### src/rtl/aes_ctr_reg.sv
// aes_ctr_reg: AES CTR counter storage with slice port for the increment FSM and req/ack front-end.
// Optional BUSY-state watchdog enabled by defining AES_CTR_REG_WATCHDOG_EN.
module aes_ctr_reg #(
   parameter int CtrWidth = 128,
   parameter int SliceSize = 16,
   localparam int NumSlices = CtrWidth / SliceSize,
   localparam int SliceIdxWidth = $clog2(NumSlices)
) (
   input  logic                     clk_i,
   input  logic                     rst_i,
   input  logic                     load_i,
   input  logic [CtrWidth-1:0]      load_data_i,
   input  logic                     req_i,
   output logic                     ack_o,
   output logic [CtrWidth-1:0]      ctr_o,
   output logic                     incr_o,
   input  logic                     ready_i,
   input  logic [SliceIdxWidth-1:0] ctr_slice_idx_i,
   output logic [SliceSize-1:0]     ctr_slice_o,
   input  logic [SliceSize-1:0]     ctr_slice_i,
   input  logic                     ctr_we_i,
   output logic                     err_o
);
   localparam int CntW = $clog2(NumSlices + 1);
   localparam logic [CntW-1:0] Full = CntW'(NumSlices);

   typedef enum logic [1:0] {IDLE, BUSY, ERROR} state_e;

   state_e state_q, state_d;
   logic [CtrWidth-1:0] ctr_q;
   logic [CntW-1:0] cnt_q, cnt_d;
   logic ld, wr;
`ifdef AES_CTR_REG_WATCHDOG_EN
   logic [5:0] wd_q;
   logic timeout;
   assign timeout = wd_q == 6'(2 * NumSlices + 4);
   always_ff @(posedge clk_i or posedge rst_i)
      if (rst_i) wd_q <= '0;
      else wd_q <= (state_q == BUSY) ? wd_q + 6'd1 : '0;
`else
   logic timeout;
   assign timeout = 1'b0;
`endif

   always_comb begin
      state_d = state_q;
      cnt_d = cnt_q;
      ld = 1'b0;
      wr = 1'b0;
      incr_o = 1'b0;
      ack_o = 1'b0;
      case (state_q)
         IDLE: begin
            if (ctr_we_i) state_d = ERROR;
            else if (load_i) ld = 1'b1;
            else if (req_i && ready_i) begin
               incr_o = 1'b1;
               cnt_d = '0;
               state_d = BUSY;
            end
         end
         BUSY: begin
            if (load_i || (ctr_we_i && cnt_q == Full)) state_d = ERROR;
            else if (ready_i) begin
               ack_o = cnt_q == Full;
               state_d = (cnt_q == Full) ? IDLE : ERROR;
            end else if (timeout) state_d = ERROR;
            else if (ctr_we_i) begin
               wr = 1'b1;
               cnt_d = cnt_q + 1'b1;
            end
         end
         default: state_d = ERROR;
      endcase
   end

   always_ff @(posedge clk_i or posedge rst_i)
      if (rst_i) begin
         state_q <= IDLE;
         cnt_q <= '0;
         ctr_q <= '0;
      end else begin
         state_q <= state_d;
         cnt_q <= cnt_d;
         if (ld) ctr_q <= load_data_i;
         else if (wr) ctr_q[SliceSize*ctr_slice_idx_i +: SliceSize] <= ctr_slice_i;
      end

   assign ctr_o = ctr_q;
   assign ctr_slice_o = ctr_q[SliceSize*ctr_slice_idx_i +: SliceSize];
   assign err_o = state_q == ERROR;
endmodule

### config.mk
export PLATFORM = sky130hd
export DESIGN_NAME = aes_ctr_reg
export DESIGN_NICKNAME = d
export VERILOG_FILES = /design/src/rtl/aes_ctr_reg.sv
export SDC_FILE = /design/constraint.sdc
export NUM_CORES = 1
export LEC_CHECK = 0
export CAP_MARGIN = 10
export CORE_MARGIN = 4
export CORE_UTILIZATION = 40
export DETAILED_ROUTE_END_ITERATION = 16
export PLACE_DENSITY_LB_ADDON = 0.3
export SYNTH_ARGS = -nofsm -noshare
export SYNTH_HDL_FRONTEND = slang
export SYNTH_SLANG_ARGS = --single-unit
export TNS_END_PERCENT = 10
### constraint.sdc
create_clock -name clk_i -period 6.8 [get_ports clk_i]
set_input_delay 1.36 -clock clk_i [delete_from_list [all_inputs] [get_ports clk_i]]
set_output_delay 1.36 -clock clk_i [all_outputs]
set_load 0.05 [all_outputs]
==> results of run 1 <==
critical path: cells and delay by family:
kind / cells / cell delay [ns]
AND/OR/NAND/NOR: 2 / 0.19
buffers and inverters: 3 / 1.79
multiplexers: 1 / 0.58
logic make-up (layout without fill, tap and decap cells):
| family | count (synthesis) | after routing | share of synthesized area |
|---|---|---|---|
| muxes | 95 | 95 | 0.1827 |
| adders and majority gates | 5 | 5 | 0.008284 |
| other | 0 | 1 | 0 |
| DFF | 134 | 134 | 0.4440 |
| xor gates and xnor gates | 1 | 1 | 0.001160 |
| buffers and inverters | 77 | 366 | 0.04440 |
| and+or+nand+nor | 246 | 246 | 0.1725 |
| AOI/OAI and AO/OA | 128 | 128 | 0.1469 |
synthesized netlist by cell type (all sizes together), types with 3 or more instances:
cell,number,area [um2]
a21o,10,75.07
a221o,55,550.5
a22o,24,210.2
a31oi,3,25.02
and2,47,296.5
and3,18,112.6
buf,28,151.4
clkbuf,25,93.84
dfrtp,134,3353
ha,5,62.56
inv,23,86.33
mux2,23,259.0
mux2i,40,400.4
mux4,32,720.7
nand2,121,456.7
nand3,13,65.06
nor2,16,60.06
nor3,7,57.55
nor4,3,33.78
nor4b,4,71.32
o21ai,15,75.07
o221ai,14,122.6
power groups by stage:
stage / Sequential [mW] / Combinational, mW / Clock [mW]
detailed placement: 0.942 / 0.753 / 0
CTS: 0.929 / 0.756 / 1.04
floorplan: 1.15 / 0.206 / 0
global placement: 0.942 / 0.745 / 0
finish: 0.931 / 0.754 / 1.04
global route: 0.938 / 0.784 / 1.08
per-layer routing:
layer,GRT usage,wire length (um)
met1,0.4058,12950
met2,0.4197,13610
met3,0.06602,2791
met4,0.1173,1145
met5,0,0
state kept, by name (all words and copies together), names as in the netlist:
name     count
ctr_o      128
cnt_q        4
state_q      2
through the flow:
| stage | total power [mW] | util |
|---|---|---|
| after floorplan | 1.358 | - |
| after CTS | 2.728 | 0.6215 |
| after detailed placement | 1.694 | 0.5853 |
| after global routing | 2.803 | 0.6216 |
| after global placement | 1.687 | 0.5853 |
| final | 2.721 | 0.6216 |
worst min-delay path by stage:
stage	from	end	slack (ns)	depth (start not counted)
3_5_place_dp	ctr_o[51]	ctr_o[51]	0.51	1
5_1_grt	ctr_o[50]	ctr_o[50]	0.55	1
4_1_cts	ctr_o[51]	ctr_o[51]	0.52	1
6_report	ctr_o[51]	ctr_o[51]	0.52	1
2_1_floorplan	cnt_q[2]	cnt_q[2]	0.49	1
3_3_place_gp	ctr_o[50]	ctr_o[50]	0.48	1
cell type report:
class,count,share of cell area
inverter,24,0.008373
clock inverter,14,0.01961
timing repair buffer,310,0.2699
antenna,1,0.0002203
clock buffer,18,0.03867
multi-input combinational,475,0.3427
tap,229,0.02523
sequential,134,0.2953
==> impl_metrics.toml, run 1 <==
[run_status]
outcome = "finished clean"

[layout]
seq_area_mm2 = 0.003353
fill_cells = 1494
final_cell_area_mm2 = 0.01136
final_common_cell = "clkdlybuf4s50_1"
layout.nets = 1120
syn_to_final_growth_pct = 50.38
layout-drive-gt1-share = 0.1200
multiInputGateArea_mm2 = 0.003892
layout_common_cells = "297 x clkdlybuf4s50_1, 134 x dfrtp_1, 120 x nand2_1, 55 x a221o_1, 46 x and2_1"
fin_cells = 1205

[routing]
drtAntennaViolNets = 0
drc = 0
drtIter0Drc = 663
vias = 7256
dr.pass1.iters = 5
drt-total-wl_um = 30490
wire_per_inst_um = 25.31
viasPerCell = 6.022

[setup_path]
crit_start = "ctr_slice_idx_i[0]"
reg2regPathDepth = 5
startpoint_type = "input port"
r2r_start = "state_q[0]"
ff2ff_setup_slack_ns = 4.25
cpMostUsedCell = "nand2_1"
crit_end = "ctr_slice_o[10]"
arrival_ns = 3.94
worstSetupPathType = "in2out"
slowest_stage = "clkdlybuf4s50_1"
required_ns = 5.44
crit_chain = "buf_2, buf_4, mux4_2, nand2_1, nand2_1, clkdlybuf4s50_1"
cp_max_fo = 21
reg2reg_to = "ctr_o[91]"
end_kind = "primary output"
slowest_delay_ns = 0.71

[flow_run]
cap_violations = 0

[placement]
placed_area_mm2 = 0.01069
port_buffers = 299
place_inst = 1172
pre_cts_ws_ns = 1.490
place.gp.congestion = 0.9010
dp_hpwl_um = 22580

[sta]
relSlewSlack = 0.2832
layout_min_cycle_time_ns = 5.302
drv_slew = 0
finalHoldViolCount = 0
timing.hold.ws_ns = 0.5187
finalClockSkew_ns = 0.01003
layout_setup_ws_ns = 1.498
final.setup.tns_ns = 0
worstMarginPinSlew_ns = 1.075
fin_crit_sh = 0.7797
fmax_mhz = 188.6
rsz0062_at_grt = "false"
finalSetupViolations = 0

[yosys]
synth_ff_type = "dfrtp_1"
avgSynthCellArea_um2 = 11.01
async_reset_ff_frac = 1.000
ys_seq_elements = 134
seq_area_frac_synth = 0.4440
syn_nets = 844
synth_warnings = 0
synthCells = 686
synth_enable_flop_cells = 0
ys_types = 52
syn_area_mm2 = 0.007552

[grt]
grt_usage = 0.2844
grt_pass1_wl_um = 46190
grt_max_degree = 78
antenna_found_initial = 1
grt_pass1_vias = 7378
overflow = 0

[clock_tree]
clockBufferDepth = 2
clk_latency_ns = 0.42
post_cts_buffers = 0
numCtsBuffers = 17
htreeDepth = 4
cts_sinks = 134
cts.clk_slew.worst_paths_ns = 0.06
cts_tree = "done"
cts_root_buffer = "clkbuf_16"
cts.repair.resized = 0
holdBufCountCts = 0

[power_and_ir_drop]
vdd_drop_max_mv = 0.1694
sw_frac_of_total = 0.3276
internal_power_mw = 1.830
p_per_area_mw_per_mm2 = 239.6
p_sw_uw = 891.5
clock_power_share = 0.381
p_comb_frac = 0.277
seq_power_share = 0.342
leakagePower_nw = 4.929

[floorplan]
die-area_mm2 = 0.02114
die_w_um = 145.4
pin_count = 300
std_cell_rows = 49
start_util = 0.4134
coreArea_mm2 = 0.01827
die_h_um = 145.4

[worst_hold_path]
hp-class = "reg2reg"
Note: power is estimated with default switching activity, not from simulation.
==> run 2, diff against run 1 <==
==> constraint.sdc (replaced) <==
create_clock -name clk_i -period 5.35 [get_ports clk_i]
set_input_delay 1.07 -clock clk_i [delete_from_list [all_inputs] [get_ports clk_i]]
set_output_delay 1.07 -clock clk_i [all_outputs]
set_load 0.05 [all_outputs]
==> run 2 against run 1 <==
Compared with the run above:
- core utilization decreased by 0.075 points
- power increased by 24%
- register-to-register slack got worse by 1.6 ns
- routed wire length increased by 5.0%
- final cell count increased by 0.25%
- critical path depth unchanged
- clock skew decreased by 0.0044 ns
- critical path type unchanged
- largest power group unchanged
- die area unchanged
- non-clock buffer count increased by 2
- sequential share of layout area about the same
==> impl_metrics.toml, run 2 (synthesis gave the netlist of run 1 again) <==
[layout]
layout.nets = 1122
utilization = 0.6209
multiInputGateArea_mm2 = 0.003892
largest_reg_flops = 128
seq_area_mm2 = 0.003353
syn_to_final_growth_pct = 50.20
fill_cells = 1515
final_common_cell = "clkdlybuf4s50_1"
layout_common_cells = "297 x clkdlybuf4s50_1, 134 x dfrtp_1, 120 x nand2_1, 55 x a221o_1, 46 x and2_1"
layout-drive-gt1-share = 0.1190

[setup_path]
cpMostUsedCell = "nand2_1"
worstSetupPathType = "in2out"
crit_chain = "buf_2, buf_4, mux4_2, nand2_1, nand2_1, clkdlybuf4s50_1"
required_ns = 4.28
startpoint_type = "input port"
slowest_delay_ns = 0.72
slowest_stage = "clkdlybuf4s50_1"
arrival_ns = 3.50
cp_max_fo = 25
worstPathBufferInverterCount = 3
path_delay_family = "buffers and inverters"
end_kind = "primary output"

[placement]
dp_hpwl_um = 23740
port_buffers = 299
place.gp.congestion = 0.9494

[floorplan]
std_cell_rows = 49
start_util = 0.4134
pin_count = 300
die-area_mm2 = 0.02114
coreArea_mm2 = 0.01827
die_w_um = 145.4
die_h_um = 145.4

[sta]
relSlewSlack = 0.2553
worstMarginPinSlew_ns = 1.114
fmax_mhz = 218.7
finalHoldViolCount = 0
layout_min_cycle_time_ns = 4.573
rsz0062_at_grt = "false"
drv_slew = 0
finalSetupViolations = 0
finalClockSkew_ns = 0.005593
final.setup.tns_ns = 0
timing.hold.ws_ns = 0.5210
fin_crit_sh = 0.8548

[routing]
vias = 7329
drc = 0
drtAntennaViolNets = 0
drt-total-wl_um = 32020
dr.pass1.iters = 5
wire_per_inst_um = 26.51
drtIter0Drc = 752
viasPerCell = 6.067

[worst_hold_path]
hp-class = "reg2reg"

[power_and_ir_drop]
leakagePower_nw = 4.925
vdd_drop_max_mv = 0.2168
p_per_area_mw_per_mm2 = 297.6
total_power_mw = 3.376

[grt]
overflow = 0
antenna_found_initial = 3
grt_max_degree = 153
grt_usage = 0.2988
grt_pass1_vias = 7480
grt_pass1_wl_um = 48470

[run_status]
outcome = "finished clean"

[clock_tree]
cts_sinks = 134
cts.clk_slew.worst_paths_ns = 0.05
clockBufferDepth = 2
cts_root_buffer = "clkbuf_16"
htreeDepth = 4
holdBufCountCts = 0
cts_tree = "done"
cts.repair.resized = 0
numCtsBuffers = 17
clk_latency_ns = 0.42
post_cts_buffers = 0

[flow_run]
cap_violations = 0
## run 2: power breakdown
part	switching, mW	total, mW	internal (mW)
combinational	0.572	0.958	0.386
sequential	0.100	1.20	1.10
clock	0.439	1.22	0.781
total	1.11	3.38	2.26
## run 2: per-layer routing
layer | up-vias | part of all wire | track usage
met5 | - | 0 | 0
met3 | 53 | 0.099 | 0.07879
met1 | 3698 | 0.44 | 0.4328
li1 | 3130 | - | -
met4 | 0 | 0.027 | 0.1116
met2 | 448 | 0.44 | 0.4316
## run 2: area by class of cell
class                      count  share of cell area
multi-input combinational    475              0.3431
sequential                   134              0.2956
timing repair buffer         312              0.2738
clock buffer                  19             0.03905
tap                          229             0.02526
clock inverter                11             0.01390
inverter                      24            0.008383
antenna                        4           0.0008824
## run 2: stage by stage
| step | cell area (um2) | cells | setup slack (ns) |
|---|---|---|---|
| CTS | 11330 | 1204 | 0.7359 |
| global placement | 10730 | 1174 | 0.7718 |
| floorplan | 7552 | 686 | 0.6972 |
| detailed placement | 10730 | 1174 | 0.7403 |
| global route | 11340 | 1207 | 0.5678 |
| finish | 11340 | 1208 | 0.7768 |
## run 2: path summary, 6_finish.rpt
check	start	end	slack [ns]	cells past startpoint
min reg2reg	ctr_o[50]	ctr_o[50]	0.52	1
max	ctr_slice_idx_i[0]	ctr_slice_o[5]	0.78	6
max in group asynchronous	rst_i	ctr_o[87]	3.31	3
min	ctr_o[50]	ctr_o[50]	0.52	1
max reg2reg	cnt_q[0]	ctr_o[13]	2.61	7
min in group asynchronous	rst_i	ctr_o[0]	1.08	2
==> run 3, diff against run 2 <==
--- a/config.mk
+++ b/config.mk
@@ -6,8 +6,8 @@
 export NUM_CORES = 1
 export LEC_CHECK = 0
 export CAP_MARGIN = 10
-export CORE_MARGIN = 4
-export CORE_UTILIZATION = 40
+export CORE_MARGIN = 1
+export CORE_UTILIZATION = 35
 export DETAILED_ROUTE_END_ITERATION = 16
 export PLACE_DENSITY_LB_ADDON = 0.3
 export SYNTH_ARGS = -nofsm -noshare
==> constraint.sdc (replaced) <==
create_clock -name clk_i -period 5.35 [get_ports clk_i]
set_input_delay 1.07 -clock clk_i [delete_from_list [all_inputs] [get_ports clk_i]]
set_output_delay 1.07 -clock clk_i [all_outputs]
set_load 0.02 [all_outputs]
==> run 3 against run 2 <==
Compared with the run above:
- combinational power shrank 24%
- largest cell class unchanged
- critical path type unchanged
- sequential cell count unchanged
- worst hold slack better by 0.0025 ns
- first-iteration DRC count decreased by 29%
- cell area about the same
- sequential share of layout area is essentially flat
- die area rose by 4.9%
==> impl_metrics.toml, run 3 (synthesis gave the netlist of run 1 again) <==
[run_status]
outcome = "finished clean"

[clock_tree]
numCtsBuffers = 17
cts_root_buffer = "clkbuf_16"
cts_sinks = 134
htreeDepth = 4
cts.repair.resized = 0
clockBufferDepth = 2
post_cts_buffers = 0
cts.clk_slew.worst_paths_ns = 0.05
holdBufCountCts = 0
cts_tree = "done"
clk_latency_ns = 0.42

[setup_path]
ff2ff_setup_slack_ns = 2.72
startpoint_type = "input port"
reg2regPathDepth = 6
worstSetupPathType = "in2out"
r2r_start = "cnt_q[0]"
reg2reg_to = "ctr_o[30]"
arrival_ns = 3.10
end_kind = "primary output"
required_ns = 4.28
cp_max_fo = 36

[layout]
final_common_cell = "clkdlybuf4s50_1"
largest_reg_flops = 128
fill_cells = 1870
layout.nets = 1125
layout-drive-gt1-share = 0.1236
syn_to_final_growth_pct = 50.31
layout_common_cells = "297 x clkdlybuf4s50_1, 134 x dfrtp_1, 120 x nand2_1, 55 x a221o_1, 46 x and2_1"

[power_and_ir_drop]
leakagePower_nw = 4.915
p_per_area_mw_per_mm2 = 267.2
vdd_drop_max_mv = 0.1914
total_power_mw = 3.033

[sta]
relSlewSlack = 0.3009
final.setup.tns_ns = 0
fmax_mhz = 239.9
finalHoldViolCount = 0
finalClockSkew_ns = 0.01012
finalSetupViolations = 0
rsz0062_at_grt = "false"
layout_min_cycle_time_ns = 4.169
worstMarginPinSlew_ns = 1.049
drv_slew = 0
fin_crit_sh = 0.7792

[floorplan]
die_w_um = 148.9
start_util = 0.3581
std_cell_rows = 53
die_h_um = 148.9
die-area_mm2 = 0.02217
pin_count = 300
coreArea_mm2 = 0.02109

[routing]
dr.pass1.iters = 5
drtAntennaViolNets = 0
drtIter0Drc = 532
vias = 7184
wire_per_inst_um = 24.70
drc = 0
viasPerCell = 5.724
drt-total-wl_um = 31000

[placement]
port_buffers = 299
place.gp.congestion = 0.8862
dp_hpwl_um = 22590

[worst_hold_path]
whs_endpoint = "ctr_o[48]"
hp-class = "reg2reg"
holdPathStages = 1
hold_start = "ctr_o[48]"

[grt]
grt_pass1_wl_um = 45570
grt_usage = 0.2814
grt_max_degree = 74
antenna_found_initial = 1
overflow = 0
grt_pass1_vias = 7101

[flow_run]
cap_violations = 0
run 3: cell types whose count changed in the layout (fill, tap and decap cells not counted), moves of 3 or more:
cell / change
bufinv_16: -3
diode_2: -3
inv_6: +4
buf_4: +4
clkinv_4: +3
run 3: layout make-up:
cell class | count | area [um2] | share of cell area
Antenna cell | 1 | 2.502 | 0.0002204
Clock buffer | 17 | 425.4 | 0.03747
Clock inverter | 14 | 123.9 | 0.01091
Inverter | 24 | 95.09 | 0.008377
Multi-Input combinational cell | 475 | 3892 | 0.3429
Sequential cell | 134 | 3353 | 0.2954
Tap cell | 275 | 344.1 | 0.03031
Timing Repair Buffer | 315 | 3115 | 0.2744
run 3: critical path: stages:
cell             delay, ns
buf_2                 0.78
mux4_2                0.40
nand2_1               0.14
nand2_1               0.10
clkdlybuf4s50_1       0.60
run 3: where the power goes:
group | internal, mW | switching, mW
logic | 0.389 | 0.341
clock network | 0.639 | 0.478
registers | 1.10 | 0.0885
run 3: worst max-delay path by stage:
stage                     depth (start not counted)  slack, ns             end          startpoint
final                                             5       1.18  ctr_slice_o[0]  ctr_slice_idx_i[1]
after floorplan                                   1       0.70        cnt_q[0]               rst_i
after detailed placement                          9       1.06       ctr_o[95]  ctr_slice_idx_i[1]
after global placement                            9       1.12       ctr_o[89]  ctr_slice_idx_i[1]
after global routing                              5       1.08  ctr_slice_o[0]  ctr_slice_idx_i[1]
after CTS                                         5       1.17  ctr_slice_o[0]  ctr_slice_idx_i[1]
run 3: per-layer routing:
metal / share of wire / GRT usage / up-vias / wire [um]
met5: 0 / 0 / - / 0
met4: 0.022 / 0.1005 / 0 / 694
met3: 0.086 / 0.06942 / 43 / 2663
met2: 0.45 / 0.4144 / 363 / 13910
met1: 0.44 / 0.3998 / 3651 / 13730
li1: - / - / 3127 / -
run 3: per-stage QoR:
step	setup slack [ns]	cell area [um2]	utilization	cells	hold WS [ns]
after floorplan	0.6972	7552	-	686	0.4871
after global placement	1.117	10800	0.5122	1223	0.5025
after detailed placement	1.063	10800	0.5122	1223	0.5129
after CTS	1.170	11350	0.5382	1254	0.5251
after global routing	1.085	11350	0.5383	1255	0.5515
final	1.181	11350	0.5383	1255	0.5235
